$ cat config.mk
export PLATFORM = sky130hd
export DESIGN_NAME = power_fault_monitor
export DESIGN_NICKNAME = d
export VERILOG_FILES = /design/src/rtl/power_pkg.sv /design/src/rtl/watchdog_timer.sv /design/src/rtl/power_fault_monitor.sv
export SDC_FILE = /design/constraint.sdc
export NUM_CORES = 1
export LEC_CHECK = 0
export ABC_AREA = 1
export CAP_MARGIN = 30
export CORE_MARGIN = 2
export CORE_UTILIZATION = 40
export CTS_BUF_LIST = sky130_fd_sc_hd__clkbuf_4
export DETAILED_ROUTE_END_ITERATION = 12
export SLEW_MARGIN = 0
export SYNTH_ARGS = -nofsm -noshare
export SYNTH_HDL_FRONTEND = slang
export SYNTH_SLANG_ARGS = --single-unit
$ cat constraint.sdc
create_clock -name clk -period 2.39 [get_ports clk]
set_input_delay 0.717 -clock clk [delete_from_list [all_inputs] [get_ports clk]]
set_output_delay 0.717 -clock clk [all_outputs]
set_load 0.02 [all_outputs]
$ cat src/rtl/power_pkg.sv
// Shared definitions for the power fault monitor: undervoltage state
// encoding (also exported on the status port) and shutdown bit layout.
package power_pkg;

  typedef enum logic [1:0] {
    UV_INIT    = 2'd0,
    UV_OK      = 2'd1,
    UV_PENDING = 2'd2,
    UV_TRIPPED = 2'd3
  } uv_state_t;

  localparam int SD_UNDERVOLT = 0;
  localparam int SD_WATCHDOG  = 1;
  localparam int NUM_SHUTDOWN = 2;

endpackage

$ cat src/rtl/watchdog_timer.sv
// Heartbeat watchdog: counts cycles since the last kick and latches
// "expired" when the count reaches WDOG_CYCLES-1. The counter freezes
// while latched; only clear releases the latch (kick does not).
module watchdog_timer #(
  parameter int WDOG_CYCLES = 50000000,
  parameter int WDOG_WIDTH  = 26
) (
  input  logic clk,
  input  logic reset_n,
  input  logic kick,
  input  logic clear,
  output logic expired
);

  localparam logic [WDOG_WIDTH-1:0] LAST = WDOG_WIDTH'(WDOG_CYCLES - 1);
  localparam logic [WDOG_WIDTH-1:0] ONE  = WDOG_WIDTH'(1);

  logic [WDOG_WIDTH-1:0] count;
  logic [WDOG_WIDTH-1:0] count_inc;

  assign count_inc = count + ONE;

  // Counter and latch; the latch is set on the edge the counter lands on
  // LAST, and a clear cannot race a trip because clear only acts when latched.
  always_ff @(posedge clk or negedge reset_n) begin
    if (!reset_n) begin
      count   <= '0;
      expired <= 1'b0;
    end else if (expired) begin
      if (clear) begin
        count   <= '0;
        expired <= 1'b0;
      end
    end else if (kick) begin
      count <= '0;
    end else if (count == LAST) begin
      expired <= 1'b1;
    end else begin
      count <= count_inc;
      if (count_inc == LAST) expired <= 1'b1;
    end
  end

endmodule

$ cat src/rtl/power_fault_monitor.sv
// Power fault monitor: debounced battery undervoltage FSM with hysteresis
// plus a heartbeat watchdog, each driving one latched shutdown bit.
module power_fault_monitor
  import power_pkg::*;
#(
  parameter int ADC_WIDTH        = 12,
  parameter int LOW_THRESH       = 2048,
  parameter int RECOVER_THRESH   = 2200,
  parameter int DEBOUNCE_SAMPLES = 8,
  parameter int WDOG_CYCLES      = 50000000,
  parameter int WDOG_WIDTH       = 26
) (
  input  logic                    clk,
  input  logic                    reset_n,
  input  logic                    sample_valid,
  input  logic [ADC_WIDTH-1:0]    sample,
  input  logic                    heartbeat,
  input  logic                    clear,
  output logic [NUM_SHUTDOWN-1:0] shutdown,
  output logic [1:0]              uv_state,
  output logic [3:0]              low_count
);

  localparam logic [ADC_WIDTH-1:0] LOW_T = ADC_WIDTH'(LOW_THRESH);
  localparam logic [ADC_WIDTH-1:0] REC_T = ADC_WIDTH'(RECOVER_THRESH);
  localparam logic [3:0]           DEB_T = 4'(DEBOUNCE_SAMPLES);

  uv_state_t  state;
  uv_state_t  state_next;
  logic [3:0] low_count_next;
  logic       recovered;
  logic       recovered_next;
  logic       is_low;
  logic [3:0] low_count_inc;
  logic       wdog_expired;

  assign is_low        = sample_valid && (sample < LOW_T);
  assign low_count_inc = low_count + 4'd1;

  // Next-state, debounce count and hysteresis flag; clear is qualified by
  // the registered flag so a recovering sample cannot also release a trip.
  always_comb begin
    state_next     = state;
    low_count_next = low_count;
    recovered_next = recovered;
    if (sample_valid) recovered_next = (sample >= REC_T);
    case (state)
      UV_INIT: begin
        if (sample_valid && (sample >= REC_T)) state_next = UV_OK;
      end
      UV_OK: begin
        if (is_low) begin
          low_count_next = 4'd1;
          state_next     = (DEB_T == 4'd1) ? UV_TRIPPED : UV_PENDING;
        end
      end
      UV_PENDING: begin
        if (is_low) begin
          low_count_next = low_count_inc;
          if (low_count_inc == DEB_T) state_next = UV_TRIPPED;
        end else if (sample_valid) begin
          low_count_next = 4'd0;
          state_next     = UV_OK;
        end
      end
      UV_TRIPPED: begin
        if (clear && recovered) begin
          low_count_next = 4'd0;
          state_next     = UV_OK;
        end
      end
      default: state_next = UV_INIT;
    endcase
  end

  // Undervoltage state registers; reset lands in INIT which asserts shutdown.
  always_ff @(posedge clk or negedge reset_n) begin
    if (!reset_n) begin
      state     <= UV_INIT;
      low_count <= 4'd0;
      recovered <= 1'b0;
    end else begin
      state     <= state_next;
      low_count <= low_count_next;
      recovered <= recovered_next;
    end
  end

  watchdog_timer #(
    .WDOG_CYCLES(WDOG_CYCLES),
    .WDOG_WIDTH (WDOG_WIDTH)
  ) u_watchdog (
    .clk    (clk),
    .reset_n(reset_n),
    .kick   (heartbeat),
    .clear  (clear),
    .expired(wdog_expired)
  );

  // Shutdown bits decode directly from registered state, so reset forces
  // 2'b01 asynchronously without waiting for a clock edge.
  assign shutdown[SD_UNDERVOLT] = (state == UV_INIT) || (state == UV_TRIPPED);
  assign shutdown[SD_WATCHDOG]  = wdog_expired;
  assign uv_state               = state;

endmodule
Yosys cells after proc, flatten, opt, wreduce, memory -nomap -nowiden
Cells that the tools add are included.
{"block": "word_totals", "elab_cells": 52, "input_bits": 17, "output_inout_bits": 8, "ff_bits": 34}
{"block": "classes", "n_reduce_logical": 9, "magnitude_cmp": 2, "mux": 21, "eq_ne": 13, "n_addsub": 2}
{"operator": "26-bit 2-to-1 mux", "n": 4}
{"operator": "26-bit == test (second input constant)", "n": 2}
{"operator": "26-bit by 1-bit adder with 26-bit output (second input constant)", "n": 1}
{"operator": "4-bit 2-to-1 mux", "n": 4}
{"operator": "12-bit greater-or-equal comparator (second input constant)", "n": 1}
{"operator": "12-bit < comparator (second input constant)", "n": 1}
{"operator": "2-bit 2-to-1 mux", "n": 6}
{"operator": "4-bit one-hot mux with 3 select lines", "n": 1}
{"operator": "2-bit != test (second input constant)", "n": 4}
{"operator": "2-bit one-hot mux with 4 select lines", "n": 1}
{"operator": "3-bit != test (second input constant)", "n": 2}
{"operator": "1-bit 2-to-1 mux", "n": 5}
{"operator": "5-bit AND reduction", "n": 1}
{"operator": "4-bit by 1-bit adder with 4-bit output (second input constant)", "n": 1}
{"operator": "2-bit == test (second input constant)", "n": 2}
{"operator": "4-bit == test (second input constant)", "n": 1}
{"operator": "4-bit AND reduction", "n": 1}
{"operator": "1-bit logical AND", "n": 3}
{"operator": "3-bit by 2-bit != test with 1-bit output (second input constant)", "n": 1}
{"operator": "3-bit nonzero test", "n": 1}
{"operator": "2-bit by 1-bit == test with 1-bit output (second input constant)", "n": 1}
{"operator": "2-bit zero test", "n": 1}
{"operator": "2-bit AND reduction", "n": 1}
{"operator": "1-bit logical OR", "n": 1}

Longest topological paths before layout
{"block": "logic_depth", "depth_word": 6, "depth_mapped": 14, "mapped_depth_nobuf": 14}

By module
A second synthesis with hierarchy kept.
{"block": "hier_totals", "cells_unflattened": 359, "area_unflattened_um2": 2411.1}
{"module": "watchdog_timer", "cells_per_inst": 289, "seq_area_each_um2": 675.6, "instances": 1, "area_each_um2": 1870.5}
{"module": "power_fault_monitor", "cells_per_inst": 70, "seq_area_each_um2": 175.2, "instances": 1, "area_each_um2": 540.5}

Least setup slack after synthesis
OpenSTA, ideal clock, no wires.
{"block": "synth_path", "path_type": "input to register", "from": "input heartbeat", "to": "register u_watchdog.count[8]", "required_time_ns": 2.264, "setup_time_ns": 0.126, "path_buffers": 1, "stages": 7, "t_arrival_ns": 1.642, "setup_slack_ns": 0.622, "path_cell_list": "nor2_1 -> inv_1 -> nor3_2 -> nand2_1 -> nand2_1 -> buf_6 -> o22ai_1"}
{"block": "synth_via", "elab_chain_len": 2, "elab_cells_between_ends": 4, "cone_classes": "1 x eq/ne; 2 x mux; 1 x reduce/logical"}
{"item": "from (decl)", "line_no": "power_fault_monitor.sv:17", "text": "input logic heartbeat,"}
{"item": "3-bit by 2-bit != test with 1-bit output (no line) / 26-bit 2-to-1 mux (equally long branches)"}
{"item": "2-bit AND reduction (no line) / 26-bit 2-to-1 mux (equally long branches)"}
{"item": "to (signal assigned)", "line_no": "watchdog_timer.sv:39", "text": "count <= count_inc;"}
{"item": "to (decl)", "line_no": "watchdog_timer.sv:18", "text": "logic [WDOG_WIDTH-1:0] count;"}
Parallel ways exist; a longest one is shown, timed or not.
A chain may end at the register's enable or synchronous reset.

Worst setup path after layout
{"block": "layout_path", "from": "register state[1] (netlist: uv_state[1])", "to": "output shutdown[0]"}
{"block": "layout_via", "elab_chain_len": 2, "elab_cells_between_ends": 3, "cone_classes": "1 x eq/ne; 2 x reduce/logical"}
{"item": "from (decl)", "line_no": "power_fault_monitor.sv:28", "text": "uv_state_t state;"}
{"item": "from (signal assigned)", "line_no": "power_fault_monitor.sv:83", "text": "state <= state_next;"}
{"item": "2-bit == test / 2-bit zero test (equally long branches)", "line_no": "power_fault_monitor.sv:102", "text": "assign shutdown[SD_UNDERVOLT] = (state == UV_INIT) || (state == UV_TRIPPED);"}
{"item": "1-bit logical OR (*)", "line_no": "power_fault_monitor.sv:102"}
{"item": "to (decl)", "line_no": "power_fault_monitor.sv:19", "text": "output logic [NUM_SHUTDOWN-1:0] shutdown,"}
Mark *: on every way between the ends. The rest lies on a longest branch, timed or not.

==> impl_metrics.sql <==
INSERT INTO impl_metrics (metric_group, metric, value, unit) VALUES
('outcome', 'run_status', 'finished clean', ''),
('sta', 'report.final.setup_viol', '0', ''),
('critical_path', 'setup_slack_of_the_worst_register_to_register_path', '0.31', 'ns'),
('detailed_routing', 'wire_per_inst', '13.44', 'um'),
('power_and_ir_drop', 'leakagePower', '1.203', 'nW'),
('clocking', 'cts.clk_slew.worst_paths', '0.12', 'ns'),
('worst_hold_path', 'worst_hold_path_type', 'in -> async', ''),
('power_and_ir_drop', 'ir_worst_vdd', '0.4970', 'mV'),
('sta', 'rsz_0062_raised_after_global_routing', 'no', ''),
('critical_path', 'startpoint_of_the_most_critical_register_to_register_path', 'u_watchdog.count[0]', ''),
('clocking', 'tritoncts.num_buffers', '5', ''),
('cells_and_area', 'num-fill-cells', '593', ''),
('placement', 'place_congestion', '0.9134', ''),
('cells_and_area', 'post-route-util', '47.55', '%'),
('sta', 'max-slew-margin-rel', '45.68', '%'),
('critical_path', 'critical_path_required', '1.67', 'ns'),
('critical_path', 'critical_path.max_stage_delay', '0.43', 'ns'),
('detailed_routing', 'drt-vias-per-instance', '5.000', ''),
('cells_and_area', 'drive_above_1_share', '11.90', '%'),
('critical_path', 'cp.buffers_inverters', '3', ''),
('critical_path', 'critical_path_class', 'reg -> out', ''),
('job', 'max-cap-violations', '0', ''),
('detailed_routing', 'drc', '0', ''),
('synthesis', 'synthCells', '345', ''),
('global_route', 'grt_first_pass_wirelength', '10.35', 'mm'),
('sta', 'fmax', '444.5', 'MHz'),
('cells_and_area', 'layout.nets', '402', ''),
('critical_path', 'worstRegToRegCells', '10', ''),
('synthesis', 'syn_nets', '370', ''),
('critical_path', 'rr_endpoint', 'u_watchdog.count[13]', ''),
('synthesis', 'synth_enable_flop_cells', '0', ''),
('floorplanning', 'die-area', '0.006744', 'mm2'),
('placement', 'place_hpwl', '4.710', 'mm'),
('floorplanning', 'initial_cell_density_of_the_core', '41.23', '%'),
('clocking', 'clk_root_buffer_cell', 'sky130_fd_sc_hd__clkbuf_4', ''),
('synthesis', 'ys_seq_area_share', '34.85', '%'),
('synthesis', 'async_flop_share', '100.0', '%'),
('critical_path', 'crit_path_top_delay_cell', 'sky130_fd_sc_hd__dfrtp_1', ''),
('cells_and_area', 'antenna-diode-count', '0', ''),
('floorplanning', 'core-area', '0.005921', 'mm2'),
('critical_path', 'critPathLaunchType', 'register', ''),
('global_route', 'vias_in_the_first_global_route', '2207', ''),
('sta', 'fin_crit', '2.250', 'ns'),
('synthesis', 'register_bit_count_reported_by_yosys', '34', ''),
('sta', 'post_route_setup_tns', '0', 'ns'),
('sta', 'timing.final.hold_violations', '0', ''),
('placement', 'dp_worst_setup_slack', '0.05900', 'ns'),
('sta', 'fin_ws', '0.1405', 'ns'),
('detailed_routing', 'route.antenna.remaining_nets', '0', ''),
('critical_path', 'critPathTopFamily', 'buffers and inverters', ''),
('floorplanning', 'pin_count', '25', ''),
('critical_path', 'worst_ep_arrival_time', '1.53', 'ns'),
('cells_and_area', 'synthToLayoutAreaGrowth', '15.33', '%'),
('sta', 'timing.final.max_slew_violations', '0', ''),
('sta', 'hold_ws', '0.4404', 'ns'),
('sta', 'period_share', '94.12', '%'),
('detailed_routing', 'vias', '2265', ''),
('synthesis', 'avgSynthCellArea', '7.076', 'um2'),
('critical_path', 'path_max_fanout', '5', ''),
('synthesis', 'yosysWarningCount', '0', ''),
('sta', 'transition_at_the_pin_with_the_smallest_max_transition_slack', '0.8148', 'ns'),
('detailed_routing', 'drt_first_iter_violations', '95', ''),
('detailed_routing', 'drt_wl_total', '6.088', 'mm'),
('floorplanning', 'die_h', '82.12', 'um'),
('placement', 'placement.io_buffers', '21', ''),
('global_route', 'globalRouteOverflowTotal', '0', ''),
('clocking', 'cts.path.max_buffers', '2', ''),
('global_route', 'grt_antenna_before_repair', '0', ''),
('clocking', 'cts_tree', 'done', ''),
('critical_path', 'cp_cell_sequence', 'inv_1 > ha_1 > inv_1 > dlygate4sd2_1', ''),
('clocking', 'worstSkewPairLatency', '0.35', 'ns');
synthesized netlist by cell type, drive strengths merged (5+ instances only):
| master | n | area [um2] |
|---|---|---|
| nand2 | 115 | 456.7 |
| nor2 | 45 | 224.0 |
| inv | 43 | 161.4 |
| dfrtp | 34 | 850.8 |
| nand3 | 32 | 160.2 |
| o21ai | 23 | 115.1 |
| o22ai | 11 | 125.1 |
| ha | 8 | 100.1 |
| nand4 | 8 | 50.05 |
| xor2 | 6 | 52.55 |
| a21oi | 5 | 25.02 |
what timing repair did:
| item | CTS | global route |
|---|---|---|
| endpoints found under the setup margin | 1 | 0 |
| setup buffers | 0 | 0 |
| gates resized for setup | 1 | 0 |
| hold buffers | 0 | 0 |
layout by cell type, fill, tap and decap left out, types with 2 or more instances in the layout:
master,Yosys,routed
sky130_fd_sc_hd__xor2_1,6,6
sky130_fd_sc_hd__ha_1,8,8
sky130_fd_sc_hd__o21ai_0,20,20
sky130_fd_sc_hd__nand2_4,2,2
sky130_fd_sc_hd__clkbuf_4,0,5
sky130_fd_sc_hd__inv_2,2,2
sky130_fd_sc_hd__nand2_2,4,4
sky130_fd_sc_hd__o22ai_2,9,9
sky130_fd_sc_hd__o22ai_1,2,2
sky130_fd_sc_hd__nor2_1,35,35
sky130_fd_sc_hd__o21ai_1,3,3
sky130_fd_sc_hd__a22o_1,2,2
sky130_fd_sc_hd__clkdlybuf4s50_1,0,19
sky130_fd_sc_hd__buf_4,2,8
sky130_fd_sc_hd__dfrtp_1,34,34
sky130_fd_sc_hd__nor2_2,4,4
sky130_fd_sc_hd__a21oi_1,5,5
sky130_fd_sc_hd__nor2_4,6,6
sky130_fd_sc_hd__nand2_1,109,109
sky130_fd_sc_hd__inv_1,41,41
sky130_fd_sc_hd__nor3_1,3,3
sky130_fd_sc_hd__nand4_1,8,8
sky130_fd_sc_hd__nand3_1,32,32
layout make-up:
type / instances / area [um2] / area share, %
Clock inverter: 3 / 16.27 / 0.5778
Sequential cell: 34 / 850.8 / 30.22
Inverter: 43 / 161.4 / 5.733
Timing Repair Buffer: 29 / 264.0 / 9.378
Multi-Input combinational cell: 264 / 1391 / 49.42
Tap cell: 75 / 93.84 / 3.333
Clock buffer: 5 / 37.54 / 1.333
state kept, by name, summed over array words and instances (netlist names):
register,count
uv_state,2
low_count,4
u_watchdog.count,26
recovered,1
u_watchdog.expired,1
how the worst max path moves through the flow:
stage                           start  depth (start not counted)  slack, ns                    to
final                     uv_state[1]                          4       0.14           shutdown[0]
after global placement      heartbeat                          9       0.11  u_watchdog.count[20]
after detailed placement    heartbeat                          9       0.06  u_watchdog.count[14]
after floorplan             heartbeat                          7       0.62   u_watchdog.count[8]
after CTS                 uv_state[1]                          4       0.11           shutdown[0]
after global routing      uv_state[1]                          4       0.01           shutdown[0]
report_power, final:
part | switching [mW] | internal, mW
Clock | 0.222 | 0.109
Combinational | 0.279 | 0.212
Sequential | 0.0480 | 0.623
through the flow:
stage,cell area (um2),power (mW),instances
after CTS,2815,1.510,453
after detailed placement,2763,1.183,445
after floorplan,2441,0.9693,345
final,2815,1.493,453
after global routing,2815,1.600,453
after global placement,2763,1.178,445
layer usage:
layer	vias to the layer above	track usage, %	routed length (um)
li1	1183	-	-
met2	35	33.98	2820
met1	1038	26.71	2986
met5	-	0	0
met3	9	3.804	183
met4	0	6.167	97
logic make-up after synthesis:
logic type	synth area share [%]
flip-flops	34.85
AO/OA/AOI/OAI	11.89
AND/OR/NAND/NOR	38.03
adder cells (fa/ha/maj)	4.101
XOR/XNOR	2.512
buffers and inverters	8.150
multiplexers	0.4613
No activity file was read; power rests on OpenSTA's default activity.
